$ cat config.mk
export PLATFORM = sky130hd
export DESIGN_NAME = wb_port_arbiter
export DESIGN_NICKNAME = d
export VERILOG_FILES = /design/src/rtl/wb_port_arbiter.sv
export SDC_FILE = /design/constraint.sdc
export NUM_CORES = 1
export LEC_CHECK = 0
export CAP_MARGIN = 25
export CORE_ASPECT_RATIO = 1.75
export CORE_MARGIN = 1
export CORE_UTILIZATION = 35
export DETAILED_ROUTE_END_ITERATION = 10
export GPL_TIMING_DRIVEN = 0
export MAX_ROUTING_LAYER = met4
export PLACE_DENSITY = 0.69
export SLEW_MARGIN = 20
export SYNTH_ARGS = -nofsm -noshare
export SYNTH_HDL_FRONTEND = slang
export SYNTH_SLANG_ARGS = --single-unit
$ cat constraint.sdc
create_clock -name clock -period 7.8 [get_ports clock]
set_input_delay 1.56 -clock clock [delete_from_list [all_inputs] [get_ports clock]]
set_output_delay 1.56 -clock clock [all_outputs]
set_load 0.02 [all_outputs]
$ cat src/rtl/wb_port_arbiter.sv
// Round-robin arbiter sharing two regfile write ports among four execute-side stages.
// Latency: req_ready combinational same cycle; granted result registered, visible on wbN the next cycle.
// Backpressure: wb requesters beyond the first two in scan order see req_ready=0 and must hold; flush drops all.
//
// Ports:
//   clock, reset_n       - clock, asynchronous active-low reset
//   flush_valid          - pipeline flush: blocks all grants, clears write enables and pointer next edge
//   req_valid/need_to_wb - per-requester valid and "writes a destination" flags (bit i = requester i)
//   req_prd/req_data     - per-requester destination preg and result, slice i = requester i
//   req_ready            - per-requester accept (combinational)
//   wb0_*/wb1_*          - registered write ports; port 1 is only used alongside port 0
//   rr_ptr_o             - current round-robin pointer
module wb_port_arbiter #(
    parameter int PREG_W = 6,
    parameter int DATA_W = 64,
    parameter int NREQ   = 4
) (
    input  logic                     clock,
    input  logic                     reset_n,
    input  logic                     flush_valid,
    input  logic [NREQ-1:0]          req_valid,
    input  logic [NREQ-1:0]          req_need_to_wb,
    input  logic [NREQ*PREG_W-1:0]   req_prd,
    input  logic [NREQ*DATA_W-1:0]   req_data,
    output logic [NREQ-1:0]          req_ready,
    output logic                     wb0_valid,
    output logic [PREG_W-1:0]        wb0_prd,
    output logic [DATA_W-1:0]        wb0_data,
    output logic                     wb1_valid,
    output logic [PREG_W-1:0]        wb1_prd,
    output logic [DATA_W-1:0]        wb1_data,
    output logic [1:0]               rr_ptr_o
);

    logic              wb0_valid_q, wb0_valid_d;
    logic              wb1_valid_q, wb1_valid_d;
    logic [PREG_W-1:0] wb0_prd_q, wb0_prd_d;
    logic [PREG_W-1:0] wb1_prd_q, wb1_prd_d;
    logic [DATA_W-1:0] wb0_data_q, wb0_data_d;
    logic [DATA_W-1:0] wb1_data_q, wb1_data_d;
    logic [1:0]        rr_ptr_q, rr_ptr_d;

    // Arbitration results: first/second wb requester found in scan order.
    logic              grant0, grant1;
    logic [1:0]        g0_idx, g1_idx;
    logic [1:0]        scan_idx;

    always_comb begin
        grant0   = 1'b0;
        grant1   = 1'b0;
        g0_idx   = 2'd0;
        g1_idx   = 2'd0;
        scan_idx = 2'd0;
        // Two-bit addition wraps naturally, giving the mod-4 scan order.
        for (int k = 0; k < NREQ; k++) begin
            scan_idx = rr_ptr_q + 2'(k);
            if (req_valid[scan_idx] && req_need_to_wb[scan_idx]) begin
                if (!grant0) begin
                    grant0 = 1'b1;
                    g0_idx = scan_idx;
                end else if (!grant1) begin
                    grant1 = 1'b1;
                    g1_idx = scan_idx;
                end
            end
        end

        // No-wb requesters consume no port and are always accepted.
        req_ready = '0;
        for (int i = 0; i < NREQ; i++) begin
            req_ready[i] = req_valid[i] & (~req_need_to_wb[i]
                         | (grant0 && (g0_idx == 2'(i)))
                         | (grant1 && (g1_idx == 2'(i))));
        end
        if (flush_valid) begin
            req_ready = '0;
        end
    end

    always_comb begin
        wb0_valid_d = 1'b0;
        wb1_valid_d = 1'b0;
        wb0_prd_d   = wb0_prd_q;
        wb1_prd_d   = wb1_prd_q;
        wb0_data_d  = wb0_data_q;
        wb1_data_d  = wb1_data_q;
        rr_ptr_d    = rr_ptr_q;

        if (flush_valid) begin
            rr_ptr_d = 2'd0;
        end else begin
            if (grant0) begin
                wb0_valid_d = 1'b1;
                wb0_prd_d   = req_prd[g0_idx*PREG_W +: PREG_W];
                wb0_data_d  = req_data[g0_idx*DATA_W +: DATA_W];
                rr_ptr_d    = g0_idx + 2'd1;
            end
            if (grant1) begin
                wb1_valid_d = 1'b1;
                wb1_prd_d   = req_prd[g1_idx*PREG_W +: PREG_W];
                wb1_data_d  = req_data[g1_idx*DATA_W +: DATA_W];
                // Pointer moves past the last-granted requester.
                rr_ptr_d    = g1_idx + 2'd1;
            end
        end
    end

    always_ff @(posedge clock or negedge reset_n) begin
        if (!reset_n) begin
            wb0_valid_q <= 1'b0;
            wb1_valid_q <= 1'b0;
            wb0_prd_q   <= '0;
            wb1_prd_q   <= '0;
            wb0_data_q  <= '0;
            wb1_data_q  <= '0;
            rr_ptr_q    <= 2'd0;
        end else begin
            wb0_valid_q <= wb0_valid_d;
            wb1_valid_q <= wb1_valid_d;
            wb0_prd_q   <= wb0_prd_d;
            wb1_prd_q   <= wb1_prd_d;
            wb0_data_q  <= wb0_data_d;
            wb1_data_q  <= wb1_data_d;
            rr_ptr_q    <= rr_ptr_d;
        end
    end

    assign wb0_valid = wb0_valid_q;
    assign wb0_prd   = wb0_prd_q;
    assign wb0_data  = wb0_data_q;
    assign wb1_valid = wb1_valid_q;
    assign wb1_prd   = wb1_prd_q;
    assign wb1_data  = wb1_data_q;
    assign rr_ptr_o  = rr_ptr_q;

endmodule

### Word level (Yosys, flattened, before mapping)

Cells that the tools add are included.

| storage, ports and cells | value |
|---|---|
| memories kept | 0 |
| latch bits | 0 |
| input bits | 291 |
| memory bits (read-only) | 0 |
| word-level logic and storage cells | 111 |
| RAM bits | 0 |
| flip-flop bits (word level) | 144 |
| output and inout port bits | 148 |

| operators by class | value |
|---|---|
| eq/ne operators | 6 |
| multiply operators | 2 |
| muxes and demuxes | 49 |
| reduce and logical (&&, ||, !) cells | 17 |
| divide/modulo/power cells | 0 |
| shift operators | 4 |
| order comparisons | 4 |
| add/subtract/negate cells | 5 |
| bitwise logic cells | 17 |

Operator list:

| cell | number |
|---|---|
| $shiftx 256x9->64 | 2 |
| $shiftx 24x6->6 | 2 |
| $mux 2 | 18 |
| $mux 1 | 22 |
| $bmux 1 s2 | 8 |
| $logic_and 1x1->1 | 12 |
| $lt 2x3->1 const B | 4 |
| $eq 2x2->1 const B | 4 |
| $mul 2x2->4 const B | 2 |
| $or 1x1->1 | 8 |
| $add 2x1->2 const B | 3 |
| $not 1->1 | 5 |
| $add 2x2->2 const B | 2 |
| $and 1x1->1 | 4 |
| $eq 2x1->1 const B | 2 |
| $logic_not 2->1 | 2 |
| $mux 4 | 1 |
| $reduce_and 2->1 | 2 |
| $reduce_bool 3->1 | 1 |

### Longest topological paths before layout

| logic depth | value |
|---|---|
| word-level depth | 17 |
| gate-level depth with buffers | 13 |
| mapped depth without buffers | 9 |

### Worst setup path after synthesis

OpenSTA, ideal clock, no wires.

| timing path | value |
|---|---|
| path kind | input -> output |
| start | input req_valid[0] |
| end | output req_ready[0] |
| setup slack | 2.553 ns |
| stages on the path | 11 |
| data arrival time | 3.687 ns |
| buffers on the path | 2 |
| required time | 6.240 ns |
| cell sequence | and2_1 > buf_4 > a21oi_1 > o21ai_0 > ha_1 > a31oi_1 > a41oi_4 > nand2_2 > buf_2 > a32oi_1 > a21oi_1 |

| on the way | value |
|---|---|
| cells in the longest elaborated chain, start to end | 17 |
| elaborated cells on any way between the ends | 45 |
| those cells by class | mux (34); bitwise (3); reduce/logical (8) |

RTL lines:

| element | line | source |
|---|---|---|
| from (decl) | 21 | `input logic [NREQ-1:0] req_valid,` |
| $bmux 1 s2 | 57 | `if (req_valid[scan_idx] && req_need_to_wb[scan_idx]) begin` |
| $mux 1 (not written as such) | 57 |  |
| $logic_and 1x1->1 | 57 |  |
| $mux 1 | 57 |  |
| $mux 2 or $mux 1 (tied branches) | 58 | `if (!grant0) begin` |
| $mux 2 or $mux 1 (tied branches) | 57 |  |
| $mux 2 | 61 | `end else if (!grant1) begin` |
| $mux 2 | 58 |  |
| $mux 2 | 57 |  |
| $mux 2 | 61 |  |
| $mux 2 | 58 |  |
| $mux 2 | 57 |  |
| $logic_not 2->1 | 73 | `\| (grant1 && (g1_idx == 2'(i))));` |
| $logic_and 1x1->1 | 73 |  |
| $or 1x1->1 | 73 |  |
| $and 1x1->1 (*) | 71 | `req_ready[i] = req_valid[i] & (~req_need_to_wb[i]` |
| $mux 4 (*) | 75 | `if (flush_valid) begin` |
| to (decl) | 25 | `output logic [NREQ-1:0] req_ready,` |

Every way passes the cells marked *; elsewhere a longest branch is shown, timed or not. The select of a mux whose other input is x is not followed.

### Worst setup path after layout

Ends and elaborated chain as after synthesis.

==> metrics.sh <==
OUTCOME='completed'
POWER_LEAKAGE_nW=6.87
ITERATION_0_DRC_MARKERS=860
DIE_H_UM=226
WORST_SLACK_PS=1040
NUMBER_OF_DETAILED_ROUTE_ITERATIONS_IN_THE_FIRST_PASS=8
FINALWIRELENGTH_MM=47.5
CTS_MAX_LEVEL=4
CLOCK_INSERTION_DELAY_WORST_SKEW_PS=450
TYPE_OF_THE_TIGHTEST_MIN_DELAY_CHECK='reg -> reg'
HOLD_BUFFERS=0
CTS_NUM_SINKS=144
GRT_USE_TOTAL_PCT=32.9
POST-ROUTE-CELL-AREA_UM2=15500
CRITPATHMAXSTAGEDELAY_PS=650
FMAXACHIEVABLE_GHz=0.148
DESIGN.DIE.AREA_UM2=29500
DETAILED_PLACE.AREA_UM2=15000
GRTUSAGEMET3_PCT=5.38
DRCVIOLATIONCOUNT=0
TOTAL_POWER_mW=4.27
DP.FINAL_HPWL_MM=36.2
SYNTHDOMINANTCELLAREASHARE_PCT=35.8
PLACEMENT.SETUP.WORST_SLACK_PS=1060
DRIVE_GT1_SHARE_PCT=5.15
START_KIND='primary input'
NETLIST_TOP_CELLS_AREA='sky130_fd_sc_hd__dfrtp_1 (36%), sky130_fd_sc_hd__mux2i_1 (18%), sky130_fd_sc_hd__o221ai_1 (6.3%)'
FINAL.FILL_COUNT=2687
WORST_EP_ARRIVAL_TIME_PS=5200
TRITONCTS.NUM_BUFFERS=17
VDD.IR_DROP.WORST_V=0.000163
SYNTH-WARNING-COUNT=0
DIEWIDTH_UM=130
SYNTH_ENABLE_FLOP_CELLS=0
PLACE_CONGESTION=0.968
TIMING.MAX_SLEW.REL_SLACK_PCT=44.4
SYNTH-SEQ-CELLS=144
SYNTHARSTFLOPSHARE_PCT=100
TIMING_WORST_SLEW_PIN_VALUE_PS=834
CLOCK-SKEW-FINAL_PS=8.56
GLOBAL_ROUTE.USAGE.MET1_PCT=35.6
HOLD_VIOL=0
LAYOUT.CELLS.NON_FILLER=1973
IO_PINS=439
SYNTH_FF_TYPE='sky130_fd_sc_hd__dfrtp_1'
POST-CTS-SETUP-BUFFERS=0
FP.COREAREA_UM2=28100
GRT_FIRST_PASS_WIRELENGTH_MM=69.6
WORSTPATHREQUIRED_PS=6240
WORST_SETUP_HOLD_PATH_CLK_SLEW_PS=60
SYNTH_AREA_UM2=10100
FLOORPLAN.INITIALDENSITY_PCT=35.9
CTS_TREE='yes'
DESIGN.FINAL.NETS=1873
ROWS=81
POST-ROUTE-PERIOD-UTIL_PCT=86.7
NATURE_OF_THE_CRITICAL_PATH_ENDPOINT='primary output'
CRITICALPATHCATEGORY='in -> out'
CP_SLOWEST_CELL='sky130_fd_sc_hd__clkdlybuf4s50_1'
CTSRESIZECOUNT=0
PATH_MAX_FANOUT=10
DETAIL_ROUTE.VIAS_PER_CELL=5.85
NUM_VIAS=11500
GRT_PASS1_VIAS=11800
TIMING.FINAL.SETUP_VIOLATIONS=0
SYNTH_SEQUENTIAL_AREA_RATIO_PCT=35.8
FINAL_MAX_SLEW_VIOL_COUNT=0
RSZ0062_AT_GRT='false'
CTS_BUFFER_DEPTH=2
LAYOUT-AREA-OVERHEAD-VS-SYNTH_PCT=53.8
ANTENNA_FOUND_INITIAL=6
DRV.MAX_CAP_VIOLATION_COUNT=0
GRT_BUSIEST_LAYER='met2'
SYNTH_TOP_AREA_CELL='sky130_fd_sc_hd__dfrtp_1'
SYNTH.DISTINCT_CELLS=50
CELLPOWERDENSITY_nW_PER_UM2=276
FINAL_CORE_UTILIZATION_PCT=55.2
PATH_CELLS='clkdlybuf4s50_1, and2_1, buf_4, a21oi_1, o21ai_0, ha_1, a31oi_1, a41oi_4, nand2_2, buf_2, a32oi_1, a21oi_1, clkdlybuf4s50_1'
GRT_OVERFLOW=0
NUMBER_OF_PLACED_INSTANCES_TAPS_INCLUDED=1934
PORTBUFFERS=438
GLOBAL_ROUTE.USAGE.MET2_PCT=55.3
TOTALNEGATIVESETUPSLACK_PS=0
DRT.ANTENNA.VIOLATING_NETS=0
WORST_HOLD_SLACK_PS=487
FIN_CRIT_PS=6760
SYN_AREA_PER_CELL_UM2=8.98
MAXIMUM_NUMBER_OF_PINS_ON_ONE_NET_BEFORE_GLOBAL_ROUTE_REPAIR=80
CTSROOTBUFFERMASTER='sky130_fd_sc_hd__clkbuf_16'
SYN-NUM-NETS=1415
ROUTE.DETAILED.WL_PER_INST_UM=24.1
POST_SYNTH_INST_COUNT=1122
[state kept, by name, summed over array words and instances (netlist names)]
signal / cells
wb1_valid: 1
wb0_prd: 6
rr_ptr_o: 2
wb0_data: 64
wb1_data: 64
wb0_valid: 1
wb1_prd: 6
[cell families after synthesis]
| logic type | share of synthesized area, % |
|---|---|
| flops | 35.8 |
| compound gates | 27.4 |
| simple gates | 11.2 |
| mux | 18.4 |
| buf+inv | 6.79 |
| fa+ha+maj | 0.348 |
| xor+xnor | 0.0870 |
[layer usage]
metal	routed length (um)	vias up	part of all wire (%)
met5	0	-	0
met4	2900	0	6.1
met3	2960	167	6.2
met2	24200	623	51
met1	17500	5581	37
li1	-	5163	-
[report_power, final]
part | switching (mW) | internal (mW) | total, mW
clock | 0.350 | 0.411 | 0.761
combinational | 1.28 | 1.07 | 2.35
sequential | 0.163 | 1.00 | 1.17
total | 1.79 | 2.48 | 4.27
[area by class of cell]
cell class              count  area (um2)  area share [%]
well taps                 373         467            3.01
repair buffers            439        4420            28.5
clock buffers              21         450            2.91
clock inverters            11        67.6           0.436
diodes                      7        17.5           0.113
plain buffers             113         568            3.67
inverters                  31         116           0.751
flip-flops and latches    144        3600            23.3
multi-input cells         834        5790            37.3
[worst max-delay path, delay by kind of cell]
kind,cells,cell delay [ps]
buffers and inverters,4,1660
adder cells (fa/ha/maj),1,210
AND/OR/NAND/NOR,2,490
AO/OA/AOI/OAI,6,1260
[cell usage after synthesis, types with 6 or more instances]
library cell / instances
sky130_fd_sc_hd__a211o_1: 46
sky130_fd_sc_hd__a21boi_1: 26
sky130_fd_sc_hd__a21oi_1: 65
sky130_fd_sc_hd__buf_2: 22
sky130_fd_sc_hd__buf_4: 9
sky130_fd_sc_hd__buf_6: 11
sky130_fd_sc_hd__clkbuf_1: 68
sky130_fd_sc_hd__dfrtp_1: 144
sky130_fd_sc_hd__inv_1: 28
sky130_fd_sc_hd__mux2i_1: 185
sky130_fd_sc_hd__nand2_1: 156
sky130_fd_sc_hd__nand3_1: 48
sky130_fd_sc_hd__nor2_1: 7
sky130_fd_sc_hd__nor3_1: 28
sky130_fd_sc_hd__o211ai_1: 70
sky130_fd_sc_hd__o21ai_0: 6
sky130_fd_sc_hd__o21ai_1: 71
sky130_fd_sc_hd__o221ai_1: 73
[worst paths after layout]
| path | slack, ps | from | endpoint | depth (start not counted) |
|---|---|---|---|---|
| worst max register to register | 4450 | rr_ptr_o[0] | wb0_data[54] | 13 |
| min in group asynchronous | 1050 | reset_n | wb1_data[42] | 1 |
| worst min register to register | 490 | wb0_data[41] | wb0_data[41] | 2 |
| max in group asynchronous | 5920 | reset_n | wb0_data[5] | 2 |
| worst min-delay path | 490 | wb0_data[41] | wb0_data[41] | 2 |
| worst max-delay path | 1040 | req_valid[0] | req_ready[0] | 13 |
[layout by cell type (no fill, tap or decap), drive strengths merged, types with 3 or more instances in the layout]
master	netlist	final
o221ai	74	74
mux2i	185	185
a211o	46	46
and3	5	5
a21oi	65	65
dfrtp	144	144
clkinv	1	10
nand4	3	3
inv	30	30
a21boi	27	27
and2	5	5
o21ai	77	77
nor2	8	8
nand2	157	157
buf	45	47
clkdlybuf4s50	0	437
diode	0	7
clkbuf	68	89
o211ai	71	71
a31oi	3	3
a22oi	4	4
nor3	28	28
a211oi	3	3
o22ai	3	3
nand3	48	48
Power figures use the tool's default switching activity.
